$ cat src/rtl/pipe_ctrl_pkg.sv
// Shared types and constants for the RV32 pipeline sequencing controller.
package pipe_ctrl_pkg;

  localparam int XLEN = 32;
  localparam logic [4:0] REG_X0 = 5'd0;

  typedef enum logic [1:0] {
    F_REQ  = 2'd0,
    F_HELD = 2'd1,
    F_KILL = 2'd2
  } fstate_e;

endpackage

$ cat src/rtl/pipe_ctrl_hazard_detect.sv
// Load-use hazard detection between the EX load and the ID source operands.
module hazard_detect
  import pipe_ctrl_pkg::*;
(
  input  logic [4:0] id_rs1,
  input  logic [4:0] id_rs2,
  input  logic       id_use_rs1,
  input  logic       id_use_rs2,
  input  logic       ex_is_load,
  input  logic [4:0] ex_rd,
  output logic       lu
);

  logic rs1_hit_s;
  logic rs2_hit_s;

  assign rs1_hit_s = id_use_rs1 & (id_rs1 == ex_rd);
  assign rs2_hit_s = id_use_rs2 & (id_rs2 == ex_rd);
  assign lu        = ex_is_load & (ex_rd != REG_X0) & (rs1_hit_s | rs2_hit_s);

endmodule

$ cat src/rtl/pipe_ctrl.sv
// Pipeline sequencing controller: fetch handshake FSM with hold buffer,
// stall/flush priority logic and performance counters.
module pipe_ctrl
  import pipe_ctrl_pkg::*;
#(
  parameter int XLEN  = pipe_ctrl_pkg::XLEN,
  parameter int CNT_W = 32
) (
  input  logic             clk,
  input  logic             reset,
  output logic             imem_req,
  input  logic             imem_ack,
  input  logic [XLEN-1:0]  imem_data,
  output logic [XLEN-1:0]  if_instr,
  input  logic [4:0]       id_rs1,
  input  logic [4:0]       id_rs2,
  input  logic             id_use_rs1,
  input  logic             id_use_rs2,
  input  logic             ex_is_load,
  input  logic [4:0]       ex_rd,
  input  logic             ex_taken,
  input  logic [XLEN-1:0]  ex_target,
  input  logic             mem_access,
  input  logic             dmem_ack,
  output logic             dmem_req,
  output logic             pc_we,
  output logic             pc_sel,
  output logic [XLEN-1:0]  redirect_pc,
  output logic             ifid_we,
  output logic             ifid_flush,
  output logic             idex_we,
  output logic             idex_flush,
  output logic             exmem_we,
  output logic             memwb_we,
  output logic [CNT_W-1:0] stall_cnt,
  output logic [CNT_W-1:0] flush_cnt
);

  fstate_e          state_r, next_state_s;
  logic [XLEN-1:0]  ibuf_r, tgt_r;
  logic [CNT_W-1:0] stall_cnt_r, flush_cnt_r;
  logic             ibuf_we_s, tgt_we_s, flush_inc_s;
  logic             lu_s, dstall_s;

  hazard_detect u_hazard (
    .id_rs1     (id_rs1),
    .id_rs2     (id_rs2),
    .id_use_rs1 (id_use_rs1),
    .id_use_rs2 (id_use_rs2),
    .ex_is_load (ex_is_load),
    .ex_rd      (ex_rd),
    .lu         (lu_s)
  );

  assign dstall_s  = mem_access & ~dmem_ack;
  assign dmem_req  = mem_access;
  assign stall_cnt = stall_cnt_r;
  assign flush_cnt = flush_cnt_r;

  // State, hold buffer, kill target and counters
  always_ff @(posedge clk or posedge reset) begin
    if (reset) begin
      state_r     <= F_REQ;
      ibuf_r      <= {XLEN{1'b0}};
      tgt_r       <= {XLEN{1'b0}};
      stall_cnt_r <= {CNT_W{1'b0}};
      flush_cnt_r <= {CNT_W{1'b0}};
    end else begin
      state_r <= next_state_s;
      if (ibuf_we_s) ibuf_r <= imem_data;
      if (tgt_we_s)  tgt_r  <= ex_target;
      if (!pc_we)      stall_cnt_r <= stall_cnt_r + {{(CNT_W-1){1'b0}}, 1'b1};
      if (flush_inc_s) flush_cnt_r <= flush_cnt_r + {{(CNT_W-1){1'b0}}, 1'b1};
    end
  end

  // Priority: data stall > taken redirect > load-use > fetch empty
  always_comb begin
    next_state_s = state_r;
    ibuf_we_s    = 1'b0;
    tgt_we_s     = 1'b0;
    flush_inc_s  = 1'b0;
    imem_req     = (state_r != F_HELD);
    if_instr     = (state_r == F_HELD) ? ibuf_r : imem_data;
    redirect_pc  = tgt_r;
    pc_we        = 1'b0;
    pc_sel       = 1'b0;
    ifid_we      = 1'b0;
    ifid_flush   = 1'b0;
    idex_we      = 1'b0;
    idex_flush   = 1'b0;
    exmem_we     = 1'b0;
    memwb_we     = 1'b0;

    if (dstall_s) begin
      case (state_r)
        F_REQ: begin
          if (imem_ack) begin
            ibuf_we_s    = 1'b1;
            next_state_s = F_HELD;
          end else begin
            next_state_s = F_REQ;
          end
        end
        F_KILL: begin
          if (imem_ack) begin
            pc_we        = 1'b1;
            pc_sel       = 1'b1;
            next_state_s = F_REQ;
          end else begin
            next_state_s = F_KILL;
          end
        end
        default: next_state_s = state_r;
      endcase
    end else if (ex_taken && (state_r != F_KILL)) begin
      ifid_flush  = 1'b1;
      idex_flush  = 1'b1;
      exmem_we    = 1'b1;
      memwb_we    = 1'b1;
      flush_inc_s = 1'b1;
      redirect_pc = ex_target;
      if ((state_r == F_HELD) || imem_ack) begin
        pc_we        = 1'b1;
        pc_sel       = 1'b1;
        next_state_s = F_REQ;
      end else begin
        tgt_we_s     = 1'b1;
        next_state_s = F_KILL;
      end
    end else if (state_r == F_KILL) begin
      // Wrong-path fetch outstanding: front end stays bubbled until it drains
      ifid_flush = 1'b1;
      idex_we    = 1'b1;
      exmem_we   = 1'b1;
      memwb_we   = 1'b1;
      if (imem_ack) begin
        pc_we        = 1'b1;
        pc_sel       = 1'b1;
        next_state_s = F_REQ;
      end else begin
        next_state_s = F_KILL;
      end
    end else if (lu_s) begin
      idex_flush = 1'b1;
      exmem_we   = 1'b1;
      memwb_we   = 1'b1;
      if ((state_r == F_REQ) && imem_ack) begin
        ibuf_we_s    = 1'b1;
        next_state_s = F_HELD;
      end else begin
        next_state_s = state_r;
      end
    end else begin
      idex_we  = 1'b1;
      exmem_we = 1'b1;
      memwb_we = 1'b1;
      if ((state_r == F_HELD) || imem_ack) begin
        ifid_we      = 1'b1;
        pc_we        = 1'b1;
        next_state_s = F_REQ;
      end else begin
        ifid_flush   = 1'b1;
        next_state_s = F_REQ;
      end
    end
  end

endmodule

$ cat config.mk
export PLATFORM = sky130hd
export DESIGN_NAME = pipe_ctrl
export DESIGN_NICKNAME = d
export VERILOG_FILES = /design/src/rtl/pipe_ctrl_pkg.sv /design/src/rtl/pipe_ctrl_hazard_detect.sv /design/src/rtl/pipe_ctrl.sv
export SDC_FILE = /design/constraint.sdc
export NUM_CORES = 1
export LEC_CHECK = 0
export BUFFER_PORTS_ARGS = -buffer_cell sky130_fd_sc_hd__clkbuf_2
export CORE_ASPECT_RATIO = 0.9
export CORE_MARGIN = 10
export CORE_UTILIZATION = 35
export CTS_BUF_LIST = sky130_fd_sc_hd__clkbuf_8
export CTS_CLUSTER_SIZE = 20
export DETAILED_ROUTE_END_ITERATION = 8
export SYNTH_ARGS = -nofsm -noshare
export SYNTH_HDL_FRONTEND = slang
export SYNTH_SLANG_ARGS = --single-unit
$ cat constraint.sdc
create_clock -name clk -period 5.58 [get_ports clk]
set_input_delay 0.837 -clock clk [delete_from_list [all_inputs] [get_ports clk]]
set_output_delay 0.837 -clock clk [all_outputs]
set_load 0.1 [all_outputs]
==> flow_summary.ini <==
[sta]
slew_viol_final = 0
relSlewSlack = 0.3094
worst_pin_slew_ns = 1.034
rsz0062_at_grt = no
setup_viol = 0
min_period_over_period = 0.6824
period_minus_slack_ns = 3.808
fmax_mhz = 262.6
hold_viol = 0
final.setup.tns_ns = 0
fin_skew_ns = 0.01565

[detailed_routing]
drcViolationCount = 0
antenna_left = 0
drtIter0Drc = 158
drt_first_pass_iters = 4
routed_wl_um = 17200
wl_per_cell_um = 16.05
viasPerCell = 4.621
num_vias = 4954

[pwr]
p_sw_uw = 1759
vdd_ir_drop_max_mv = 0.2815
power_frac_seq = 0.350
p_leak_uw = 0.004304
switching_share = 0.4860
pwr-share-comb = 0.434
internal_power_uw = 1860
powerDensity_mw_per_mm2 = 433.5
clock_power_share = 0.216

[placement]
dp.cells = 1040
numPortBuffers = 225
gp_routability_congestion = 0.7506
place_hpwl_um = 12890

[worst_setup_path]
max_stage_delay_ns = 0.48
cp.required_ns = 4.74
critical_path_class = in -> out
crit_fanout = 20
cp_cell_sequence = clkbuf_2 > nor2b_4 > clkinv_2 > nand2_1 > or2_1 > buf_4 > nand2_1 > nand2_1 > clkbuf_2
r2r_cells = 4
slowest_stage = or2_1
r2r-start = state_r[1]
start_kind = primary input
critPathCaptureType = primary output
cp_common_cell = nand2_1
worstPathArrival_ns = 2.97
startpoint = mem_access

[logic_synthesis]
syn_area_sq_mm = 0.006650
syn_area_per_cell_sq_um = 11.23
synth_top_cell_area_share = 0.4892
synthTopCellsByArea = dfrtp_1 (49%), nand2_1 (7.4%), mux2_4 (6.8%), mux2_2 (5.9%), xnor2_1 (5.5%)
synth_flop_cell = dfrtp_1
synth-edff-count = 0
yosys.area.top_type = dfrtp_1
yosysSeqAreaShare = 0.4892
syn_nets = 682
yosysMostFrequentCell = nand2_1
synth-seq-cells = 130
yosys_warnings = 0
synth_cell_types = 54
synthTopCellsByCount = nand2_1 (131), dfrtp_1 (130), xnor2_1 (42)
async_reset_ff_frac = 1.000
synth_cells = 592

[die]
die_x_um = 165.3
fp.dieH_um = 150.8
dieArea_sq_mm = 0.02492
ios = 226
rows = 47
initial_utilization = 0.3590
coreArea_sq_mm = 0.01852

[clock_tree]
cts_made_buffers = 17
cts.sink_count = 130
cts_buffer_depth = 2
cts_tree = yes
htreeDepth = 4
cts_root_buf = clkbuf_8
holdBufCountCts = 0
clk_latency_ns = 0.44
clkSlewWorstSetupHoldPaths_ns = 0.08
cts-resized-gates = 0
cts_setup_buffers = 0

[global_routing]
gr-usage-all-layers = 0.1373
grt_max_degree = 88
gr-total-overflow = 0
antenna_found_initial = 0
grt_pass1_wl_um = 27240
grt_pass1_vias = 5126

[min_path]
holdPathStages = 1
hp-start = stall_cnt[31]
hp-class = reg -> reg

[cells_and_area]
antennaDiodeCount = 0
fillers = 1814
drive_above_1_share = 0.4220
syn_to_final_growth_pct = 25.53
final_cells = 1072
fin_nets = 904

[run]
cap_violations = 0

[status]
outcome = finished, final reports clean
critical path, delay by kind of cell:
family | cells | cell delay, ns
buffers and inverters | 4 | 1.08
and+or+nand+nor | 5 | 1.04
routing by layer:
layer / share of wire / vias up / global-route usage
li1: - / 2442 / -
met1: 0.42 / 2359 / 0.1656
met2: 0.49 / 144 / 0.2247
met3: 0.086 / 9 / 0.05862
met4: 0.0064 / 0 / 0.02807
met5: 0 / - / 0
layout make-up:
| class | count | area (sq um) | share of cell area |
|---|---|---|---|
| Clock buffer | 20 | 275.3 | 0.03297 |
| Clock inverter | 12 | 107.6 | 0.01289 |
| Inverter | 11 | 47.55 | 0.005695 |
| Multi-Input combinational cell | 425 | 3202 | 0.3835 |
| Sequential cell | 130 | 3253 | 0.3897 |
| Tap cell | 245 | 306.5 | 0.03672 |
| Timing Repair Buffer | 229 | 1156 | 0.1385 |
stage by stage:
step / total power, uW / utilization / setup slack (ns) / area, sq um / hold WS [ns]
floorplan: 2604 / - / 0.9103 / 6650 / 0.4585
global placement: 2853 / 0.4300 / 1.814 / 7965 / 0.4575
detailed placement: 2868 / 0.4300 / 1.742 / 7965 / 0.4604
CTS: 3670 / 0.4507 / 1.731 / 8348 / 0.4719
global route: 3803 / 0.4507 / 1.541 / 8348 / 0.5059
finish: 3619 / 0.4507 / 1.772 / 8348 / 0.4682
layout by cell type, fill, tap and decap left out, types with 2 or more instances in the layout:
master and count:
and2_1 4, inv_1 9, and3_1 8, nor2_1 25
nand4_1 18, ha_1 2, nor3b_1 2, nor3_1 3
nor4_1 2, nand2b_1 2, o31ai_1 2, xnor2_2 2
nor2_2 2, clkinv_2 5, dfrtp_1 130, nand2b_4 2
nand2_1 131, mux2_4 30, or2_1 4, xor2_1 28
xnor2_1 42, nor2b_1 2, nor2_4 2, inv_6 2
or4_1 2, clkbuf_8 20, clkbuf_2 225, buf_4 4
nor2b_4 2, clkinvlp_4 3, mux2_2 35, clkinv_4 3
and4_1 3, mux2_1 32, nand3_1 17
registers in the layout (all words and copies together), names as in the netlist:
register,count
ibuf_r,32
state_r,2
stall_cnt,32
flush_cnt,32
tgt_r,32
logic make-up (layout without fill, tap and decap cells):
family,Yosys count,after routing,share of synthesized area
DFF,130,130,0.4892
adders and majority gates,3,3,0.005268
xor gates and xnor gates,72,72,0.09708
buffers and inverters,37,272,0.03104
and+or+nand+nor,239,239,0.1740
muxes,97,97,0.1812
AOI/OAI and AO/OA,14,14,0.02220
power by group through the flow:
stage	clock [uW]	sequential, uW	combinational (uW)
after CTS	816	1270	1590
after global placement	0	1280	1570
after floorplan	0	1580	1030
after global routing	861	1300	1650
final	782	1270	1570
after detailed placement	0	1280	1590
worst paths after layout:
| check | to | slack [ns] |
|---|---|---|
| setup / recovery | redirect_pc[28] | 1.77 |
| hold / removal | stall_cnt[31] | 0.47 |
| setup reg to reg | tgt_r[30] | 2.66 |
| hold reg to reg | stall_cnt[31] | 0.47 |
| max in group asynchronous | tgt_r[10] | 3.93 |
| min in group asynchronous | stall_cnt[4] | 0.56 |
(Power assumes the default switching activity.)
